<file path="src/rtl/ctrl_sequencer_if.sv">
// Control bundle between the fetch/decode/execute sequencer and the CPU datapath.
// master = sequencer side, slave = datapath/memory side.
interface ctrl_sequencer_if #(
  parameter int DATA_W = 8
);
  logic              start;
  logic [DATA_W-1:0] instr;
  logic              zero;
  logic              mem_ready;
  logic              mem_req;
  logic              mem_we;
  logic              pc_en;
  logic              pc_sel;
  logic              ir_en;
  logic              mar_en;
  logic              acc_en;
  logic [1:0]        alu_op;
  logic              halted;
  logic              illegal;
  logic [2:0]        state;

  modport master (
    input  start, instr, zero, mem_ready,
    output mem_req, mem_we, pc_en, pc_sel, ir_en, mar_en, acc_en,
           alu_op, halted, illegal, state
  );

  modport slave (
    output start, instr, zero, mem_ready,
    input  mem_req, mem_we, pc_en, pc_sel, ir_en, mar_en, acc_en,
           alu_op, halted, illegal, state
  );
endinterface

</file>
<file path="src/rtl/ctrl_sequencer.sv">
// Multi-cycle fetch/decode/execute control FSM driving the datapath register
// enables, the memory request handshake and the ALU operation select.
module ctrl_sequencer #(
  parameter int DATA_W = 8
) (
  input  logic             clk,
  input  logic             rst,
  ctrl_sequencer_if.master bus
);

  typedef enum logic [2:0] {
    IDLE   = 3'd0,
    FETCH  = 3'd1,
    DECODE = 3'd2,
    EXEC   = 3'd3,
    HALT   = 3'd4
  } state_t;

  localparam logic [3:0] OP_NOP   = 4'h0;
  localparam logic [3:0] OP_LOAD  = 4'h1;
  localparam logic [3:0] OP_STORE = 4'h2;
  localparam logic [3:0] OP_ADD   = 4'h3;
  localparam logic [3:0] OP_SUB   = 4'h4;
  localparam logic [3:0] OP_JMP   = 4'h5;
  localparam logic [3:0] OP_JZ    = 4'h6;
  localparam logic [3:0] OP_HLT   = 4'hF;

  state_t     cur;
  logic       illegal_q;
  logic [3:0] opcode;

  assign opcode = bus.instr[DATA_W-1 -: 4];

  function automatic logic op_defined(input logic [3:0] op);
    return (op <= OP_JZ) || (op == OP_HLT);
  endfunction

  // Opcodes whose EXEC phase is a memory transaction and waits on mem_ready.
  function automatic logic op_mem(input logic [3:0] op);
    return (op == OP_LOAD) || (op == OP_STORE) || (op == OP_ADD) || (op == OP_SUB);
  endfunction

  always_ff @(posedge clk or posedge rst) begin
    if (rst) begin
      cur       <= IDLE;
      illegal_q <= 1'b0;
    end else begin
      case (cur)
        IDLE:   if (bus.start) cur <= FETCH;
        FETCH:  if (bus.mem_ready) cur <= DECODE;
        DECODE: begin
          if (!op_defined(opcode)) begin
            illegal_q <= 1'b1;
            cur       <= FETCH;
          end else if (opcode == OP_HLT) begin
            cur <= HALT;
          end else if (opcode == OP_NOP) begin
            cur <= FETCH;
          end else begin
            cur <= EXEC;
          end
        end
        EXEC:   if (!op_mem(opcode) || bus.mem_ready) cur <= FETCH;
        HALT:   cur <= HALT;
        default: cur <= IDLE;
      endcase
    end
  end

  // Enables are decoded from state so an asynchronous reset drops them at once.
  always_comb begin
    bus.mem_req = 1'b0;
    bus.mem_we  = 1'b0;
    bus.pc_en   = 1'b0;
    bus.pc_sel  = 1'b0;
    bus.ir_en   = 1'b0;
    bus.mar_en  = 1'b0;
    bus.acc_en  = 1'b0;
    bus.alu_op  = 2'd0;
    bus.halted  = 1'b0;
    case (cur)
      FETCH: begin
        bus.mem_req = 1'b1;
        bus.ir_en   = bus.mem_ready;
        bus.pc_en   = bus.mem_ready;
      end
      DECODE: bus.mar_en = op_mem(opcode);
      EXEC: begin
        case (opcode)
          OP_LOAD, OP_ADD, OP_SUB: begin
            bus.mem_req = 1'b1;
            bus.acc_en  = bus.mem_ready;
            bus.alu_op  = (opcode == OP_ADD) ? 2'd1 : (opcode == OP_SUB) ? 2'd2 : 2'd0;
          end
          OP_STORE: begin
            bus.mem_req = 1'b1;
            bus.mem_we  = 1'b1;
          end
          OP_JMP: begin
            bus.pc_en  = 1'b1;
            bus.pc_sel = 1'b1;
          end
          OP_JZ: begin
            bus.pc_en  = bus.zero;
            bus.pc_sel = bus.zero;
          end
          default: ;
        endcase
      end
      HALT:    bus.halted = 1'b1;
      default: ;
    endcase
  end

  assign bus.illegal = illegal_q;
  assign bus.state   = cur;

endmodule

</file>
<file path="src/flat_wrapper.sv">
// flat-port wrapper written by rule: the top's interface ports become plain ports
module ctrl_sequencer_flat 
#(
  parameter int DATA_W = 8
)
  (clk, rst, bus_start, bus_instr, bus_zero, bus_mem_ready, bus_mem_req, bus_mem_we, bus_pc_en, bus_pc_sel, bus_ir_en, bus_mar_en, bus_acc_en, bus_alu_op, bus_halted, bus_illegal, bus_state);
  ctrl_sequencer_if #(.DATA_W(DATA_W)) bus_i ();
  input  logic clk;
  input  logic rst;
  input wire logic [$bits(bus_i.start)-1:0] bus_start;
  input wire logic [$bits(bus_i.instr)-1:0] bus_instr;
  input wire logic [$bits(bus_i.zero)-1:0] bus_zero;
  input wire logic [$bits(bus_i.mem_ready)-1:0] bus_mem_ready;
  output wire logic [$bits(bus_i.mem_req)-1:0] bus_mem_req;
  output wire logic [$bits(bus_i.mem_we)-1:0] bus_mem_we;
  output wire logic [$bits(bus_i.pc_en)-1:0] bus_pc_en;
  output wire logic [$bits(bus_i.pc_sel)-1:0] bus_pc_sel;
  output wire logic [$bits(bus_i.ir_en)-1:0] bus_ir_en;
  output wire logic [$bits(bus_i.mar_en)-1:0] bus_mar_en;
  output wire logic [$bits(bus_i.acc_en)-1:0] bus_acc_en;
  output wire logic [$bits(bus_i.alu_op)-1:0] bus_alu_op;
  output wire logic [$bits(bus_i.halted)-1:0] bus_halted;
  output wire logic [$bits(bus_i.illegal)-1:0] bus_illegal;
  output wire logic [$bits(bus_i.state)-1:0] bus_state;
  assign bus_i.start = bus_start;
  assign bus_i.instr = bus_instr;
  assign bus_i.zero = bus_zero;
  assign bus_i.mem_ready = bus_mem_ready;
  assign bus_mem_req = bus_i.mem_req;
  assign bus_mem_we = bus_i.mem_we;
  assign bus_pc_en = bus_i.pc_en;
  assign bus_pc_sel = bus_i.pc_sel;
  assign bus_ir_en = bus_i.ir_en;
  assign bus_mar_en = bus_i.mar_en;
  assign bus_acc_en = bus_i.acc_en;
  assign bus_alu_op = bus_i.alu_op;
  assign bus_halted = bus_i.halted;
  assign bus_illegal = bus_i.illegal;
  assign bus_state = bus_i.state;
  ctrl_sequencer #(.DATA_W(DATA_W)) u_core (.clk(clk), .rst(rst), .bus(bus_i));
endmodule
</file>
<file path="config.mk">
export PLATFORM = sky130hd
export DESIGN_NAME = ctrl_sequencer_flat
export DESIGN_NICKNAME = d
export VERILOG_FILES = /design/src/rtl/ctrl_sequencer_if.sv /design/src/rtl/ctrl_sequencer.sv /design/src/flat_wrapper.sv
export SDC_FILE = /design/constraint.sdc
export NUM_CORES = 1
export LEC_CHECK = 0
export ABC_CLOCK_PERIOD_IN_PS = 2000
export CAP_MARGIN = 10
export CELL_PAD_IN_SITES_DETAIL_PLACEMENT = 0
export CELL_PAD_IN_SITES_GLOBAL_PLACEMENT = 1
export CORE_MARGIN = 2
export CORE_UTILIZATION = 20
export CTS_CLUSTER_SIZE = 10
export DETAILED_ROUTE_END_ITERATION = 12
export GPL_ROUTABILITY_DRIVEN = 0
export MAX_ROUTING_LAYER = met4
export PLACE_DENSITY = 0.76
export SYNTH_ARGS = -nofsm -noshare
export SYNTH_HDL_FRONTEND = slang
export SYNTH_SLANG_ARGS = --single-unit
</file>
<file path="constraint.sdc">
create_clock -name clk -period 2 [get_ports clk]
set_input_delay 0.6 -clock clk [delete_from_list [all_inputs] [get_ports clk]]
set_output_delay 0.6 -clock clk [all_outputs]
set_load 0.01 [all_outputs]
</file>
==> results of run 1 <==
[state kept, by name (all words and copies together) (netlist names)]
register and flops:
u_core.bus.state 3, u_core.bus.illegal 1
[metrics by stage]
stage | utilization, % | hold WS (ns) | cell area, um^2 | cells | setup slack, ns
2_1_floorplan | - | 0.366 | 425 | 51 | 0.00278
3_3_place_gp | 43.5 | 0.445 | 845 | 121 | -0.791
3_5_place_dp | 43.5 | 0.453 | 845 | 121 | -0.820
4_1_cts | 43.0 | 0.464 | 836 | 125 | -0.102
5_1_grt | 44.0 | 0.497 | 855 | 125 | -0.108
6_report | 44.0 | 0.467 | 855 | 125 | -0.0744
[worst max-delay path: cells and delay by family]
family	cells	cell delay, ns
AND/OR/NAND/NOR	2	0.47
buffers and inverters	2	0.23
AO/OA/AOI/OAI	1	0.17
[kinds of logic (layout without fill, tap and decap cells)]
group / count (synthesis) / in the layout / synth area share (%)
compound gates: 10 / 10 / 16.5
buf+inv: 7 / 54 / 7.31
mux: 2 / 2 / 4.88
xor+xnor: 1 / 1 / 2.13
simple gates: 27 / 27 / 44.8
flops: 4 / 4 / 24.4
[layout make-up]
cell class	count	area, um^2
clock buffers	3	22.5
flip-flops and latches	4	101
inverters	4	15.0
multi-input cells	40	319
fillers	210	1090
repair buffers	47	363
well taps	27	33.8
[layer usage]
layer / track usage [%] / wire length, um / vias to the layer above
met4: 4.29 / 10 / 0
met3: 4.29 / 108 / 2
met1: 15.3 / 588 / 250
met2: 20.7 / 725 / 28
li1: - / - / 287
met5: - / 0 / -
[placed cells by master, fill, tap and decap left out, types with 2 or more instances in the layout]
cell,netlist,routed
buf_4,0,25
buf_2,3,9
clkdlybuf4s50_1,0,5
inv_1,4,4
nor2_1,5,4
buf_6,0,4
dlygate4sd2_1,0,4
clkbuf_4,0,3
dfrtp_1,4,3
a21oi_1,2,2
nand2_1,3,2
and4bb_2,2,2
[final timing paths]
kind | to | start | slack (ns)
worst max-delay path | bus_mem_req | bus_instr[5] | -0.07
worst min-delay path | u_core.bus.illegal$_DFFE_PP0P_ | u_core.bus.illegal$_DFFE_PP0P_ | 0.47
worst min register to register | u_core.bus.illegal$_DFFE_PP0P_ | u_core.bus.illegal$_DFFE_PP0P_ | 0.47
max in group asynchronous | u_core.bus.state[2]$_DFFE_PP0P_ | rst | 1.31
worst max register to register | u_core.bus.state[1]$_DFFE_PP0P_ | u_core.bus.state[2]$_DFFE_PP0P_ | 0.52
min in group asynchronous | u_core.bus.state[1]$_DFFE_PP0P_ | rst | 0.54
[repair_timing]
| item | CTS | global route |
|---|---|---|
| resized for setup | 62 | 5 |
| cloned | 0 | 0 |
| hold endpoints to repair | 0 | 0 |
| pin swaps | 8 | 6 |
| buffers inserted | 1 | 0 |
| setup endpoints to repair | 11 | 9 |
[synthesized netlist by cell type, drive strengths merged]
| master | count |
|---|---|
| or4 | 1 |
| nor4b | 1 |
| a21o | 1 |
| and2b | 1 |
| and4b | 1 |
| a2bb2oi | 1 |
| mux2i | 2 |
| and2 | 1 |
| nor4bb | 1 |
| o21bai | 1 |
| and4bb | 2 |
| o21ai | 1 |
| buf | 3 |
| a31oi | 2 |
| or3 | 1 |
| xnor2 | 1 |
| nand3 | 2 |
| o211ai | 1 |
| dfrtp | 4 |
| nor2 | 5 |
| a21oi | 2 |
| nand2b | 1 |
| nor3b | 1 |
| nor4 | 1 |
| inv | 4 |
| and4 | 1 |
| nand4 | 1 |
| or2 | 1 |
| nand2 | 3 |
| o32ai | 1 |
| nor3 | 2 |
[power by group through the flow]
| stage | Combinational, W | Clock (W) | Sequential, W |
|---|---|---|---|
| floorplan | 0.000191 | 0 | 0.000147 |
| global placement | 0.000474 | 0 | 0.000141 |
| detailed placement | 0.000481 | 0 | 0.000143 |
| CTS | 0.000460 | 0.000106 | 0.000143 |
| global route | 0.000502 | 0.000112 | 0.000148 |
| finish | 0.000462 | 0.000102 | 0.000142 |
==> flow_metrics.tcl, run 1 <==
set metrics [dict create \
    grt_pass1_wl_mm 2.37 \
    p_sw_w 0.000264 \
    grt_overflow 0 \
    std_cell_rows 16 \
    vias 567 \
    root_buffer "clkbuf_4" \
    antenna_found_initial 0 \
    worst_slack_ns -0.0744 \
    violations "setup timing" \
    grt_max_degree 7 \
    first_global_vias 534 \
    finalSetupTns_ns -0.143 \
    powerDensity_nw_per_um2 826 \
    syn-cell-area_um2 410 \
    post-route-period-util_pct 104 \
    postSynthAreaPerCell_um2 8.05 \
    grtUsageTotal_pct 13.0 \
    synth_seq_cells 4 \
    swShare_pct 37.4 \
    drc 0 \
    combPwrFrac_pct 65.4 \
    viasPerCell 4.54 \
    cts_tree "yes" \
    first_pass_iters 4 \
    initial_core_util_pct 21.1 \
    synth.distinct_cells 32 \
    fp.dieW_um 49.3 \
    chipHeight_um 49.3 \
    worstHoldPathType "register to register" \
    crit_slowest_cell "or3_4" \
    finalHoldViolCount 0 \
    netlist_top_cells_area "dfrtp_1, and4bb_2, mux2i_1" \
    worstRegToRegCells 5 \
    path_cells "buf_6, or3_4, a31oi_4, nor2_1, buf_2" \
    die-area_um2 2430 \
    crit_arrival_ns 1.47 \
    yosysTopAreaCell "dfrtp_1" \
    slew_headroom_pct 75.1 \
    p_clk_share_pct 14.4 \
    power.share.sequential_pct 20.2 \
    wirelength_mm 1.43 \
    antenna_cells 0 \
    p_int_w 0.000441 \
    cts.path.max_buffers 2 \
    start_kind "primary input" \
    drive_gt1_share_pct 55.1 \
    cp-end-kind "output pin" \
    outcome "complete, but fails checks" \
    total_power_w 0.000706 \
    p_leak_nw 0.415 \
    first_iter_violations 10 \
    worst_pin_slew_ns 0.368 \
    numCtsBuffers 3 \
    hold_buffers 0 \
    area_growth_syn_to_layout_pct 108 \
    fmax_ghz 0.482 \
    crit_fanout 4 \
    clk_pin_slew_ns 0.04 \
    clkLatencyLatePin_ns 0.24 \
    yosysTopAreaCellShare_pct 24.4 \
    port_buffers 22 \
    critPathKind "primary input to output pin" \
    ios 27 \
    nNetsFinal 113 \
    hold_path_depth 1 \
    clock-sinks 4 \
    drv_slew 0 \
    yosysSeqAreaShare_pct 24.4 \
    fin_crit_ns 2.07 \
    ant_nets 0 \
    core-area_um2 1940 \
    crit_required_ns 1.40 \
    wl_per_cell_um 11.5 \
    hpwl_mm 1.12 \
    finalSetupViolCount 3 \
    finClkSkew_ns 0.00524 \
    h-tree-depth 1 \
    syn_nets 64 \
    drv_cap 0 \
    ir_worst_vdd_uv 387 \
    critPathMaxStageDelay_ns 0.41 \
    rsz0062_at_grt "true" \
    synthCells 51 \
    yosys_warnings 0 \
]
No activity file was read; power rests on OpenSTA's default activity.
==> run 2, diff against run 1 <==
- ABC_CLOCK_PERIOD_IN_PS: 2000 -> 1960
- CORE_UTILIZATION: 20 -> 23
- PLACE_DENSITY: 0.76 -> 0.81
- clock period: 2 -> 1.96 ns (I/O delays scaled with it)
==> run 2 against run 1 <==
Net effect: the run still ends with setup timing left; sequential cell count stayed put; clock skew is 0.0017 ns lower; largest power group unchanged; sequential power is 9% higher; worst setup slack better by 0.030 ns.
==> flow_metrics.tcl, run 2 (synthesis results as in run 1) <==
set metrics [dict create \
    outcome "complete, but fails checks" \
    violations "setup timing" \
    slew_headroom_pct 75.4 \
    ir_worst_vdd_uv 417 \
    ant_nets 0 \
    worstReg2RegEnd "u_core.bus.state[1]$_DFFE_PP0P_" \
    hold_buffers 0 \
    hold_path_depth 1 \
    crit_fanout 3 \
    crit_arrival_ns 1.42 \
    critPathMaxStageDelay_ns 0.40 \
    rsz0062_at_grt "true" \
    wl_met3_um 68 \
    start_kind "primary input" \
    cts.path.max_buffers 2 \
    fmax_ghz 0.499 \
    clock-sinks 4 \
    path_cells "buf_6, or3_4, a31oi_4, nor2_2, buf_2" \
    first_pass_iters 4 \
    finalSetupViolCount 2 \
    powerDensity_nw_per_um2 867 \
    wirelength_mm 1.39 \
    wl_met1_um 573 \
    fin_crit_ns 2.00 \
    critPathKind "primary input to output pin" \
    worst_slack_ns -0.0445 \
    wl_per_cell_um 11.4 \
    antenna_cells 0 \
    viasPerCell 4.70 \
    chipHeight_um 46.2 \
    numCtsBuffers 3 \
    drv_slew 0 \
    hold_start "u_core.bus.illegal$_DFFE_PP0P_" \
    p_leak_nw 0.400 \
    hpwl_mm 1.12 \
    whs_endpoint "u_core.bus.illegal$_DFFE_PP0P_" \
    finClkSkew_ns 0.00355 \
    root_buffer "clkbuf_4" \
    port_buffers 22 \
    initial_core_util_pct 24.0 \
    std_cell_rows 15 \
    fp.dieW_um 46.2 \
    worstReg2RegStart "u_core.bus.state[2]$_DFFE_PP0P_" \
    grtUsageTotal_pct 15.3 \
    final_cell_mix "buf_4, buf_2, buf_6, clkdlybuf4s50_1, inv_1" \
    antenna_found_initial 0 \
    worst_pin_slew_ns 0.364 \
    area_growth_syn_to_layout_pct 109 \
    cts_tree "yes" \
    total_power_w 0.000744 \
    grt_overflow 0 \
    vias 574 \
    grt_pass1_wl_mm 2.28 \
    ios 27 \
    crit_required_ns 1.37 \
    layout_commonest_cell "buf_4" \
    drv_cap 0 \
    first_global_vias 568 \
    die-area_um2 2140 \
    core-area_um2 1710 \
    cp-end-kind "output pin" \
    dr_wl_met2_um 744 \
    post-route-period-util_pct 102 \
    rrSetupSlack_ns 0.49 \
    nNetsFinal 112 \
    first_iter_violations 5 \
    grt_max_degree 7 \
    h-tree-depth 1 \
    drc 0 \
    highest_layer "met3" \
    worstRegToRegCells 5 \
    largest_register_ffs 3 \
    worstHoldPathType "register to register" \
    place_ws_ns -0.807 \
    crit_slowest_cell "or3_4" \
    clkLatencyLatePin_ns 0.23 \
    clk_pin_slew_ns 0.04 \
    finalHoldViolCount 0 \
    drive_gt1_share_pct 58.8 \
]
[run 2: metal layers]
metal / track usage [%] / vias up
met3: 1.18 / 0
met1: 15.5 / 268
met2: 29.2 / 20
li1: - / 286
met4: 6.86 / 0
met5: - / -
[run 2: worst max path at each step]
stage | end | cells past startpoint | from | slack (ns)
global placement | bus_mem_req | 5 | bus_instr[5] | -0.80
global route | bus_mem_req | 5 | bus_instr[6] | -0.07
CTS | bus_mem_req | 5 | bus_instr[6] | -0.09
detailed placement | bus_mem_req | 5 | bus_instr[5] | -0.81
finish | bus_mem_req | 5 | bus_instr[6] | -0.04
floorplan | bus_mem_req | 4 | bus_instr[5] | 0.001
[run 2: repair_timing]
| item | in CTS | in global routing |
|---|---|---|
| pin swaps | 9 | 4 |
| gates resized for setup | 64 | 8 |
| setup endpoints to repair | 11 | 11 |
| setup buffers | 3 | 0 |
| cloned | 0 | 0 |
[run 2: area by class of cell]
cell class / instances / area (um^2)
Tap cell: 25 / 31.3
Timing Repair Buffer: 46 / 357
Sequential cell: 4 / 103
Inverter: 4 / 15.0
Clock buffer: 3 / 22.5
Fill cell: 173 / 850
Multi-Input combinational cell: 40 / 330
[run 2: critical path: cells and delay by family]
family / cells / cell delay (ns)
AOI/OAI and AO/OA: 1 / 0.16
and+or+nand+nor: 2 / 0.44
buffers and inverters: 2 / 0.22
[run 2: where the power goes]
part	switching [W]	internal, W
Combinational	0.000206	0.000282
Clock	0.0000330	0.0000684
Sequential	0.0000394	0.000115
[run 2: stage by stage]
stage | instances | util [%] | hold slack, ns | instance area, um^2 | setup TNS, ns
6_report | 122 | 50.3 | 0.463 | 858 | -0.0880
5_1_grt | 122 | 50.3 | 0.476 | 858 | -0.275
4_1_cts | 122 | 50.0 | 0.466 | 853 | -0.142
3_5_place_dp | 116 | 48.1 | 0.457 | 822 | -6.86
3_3_place_gp | 116 | 48.1 | 0.450 | 822 | -6.75
2_1_floorplan | 51 | - | 0.354 | 428 | 0
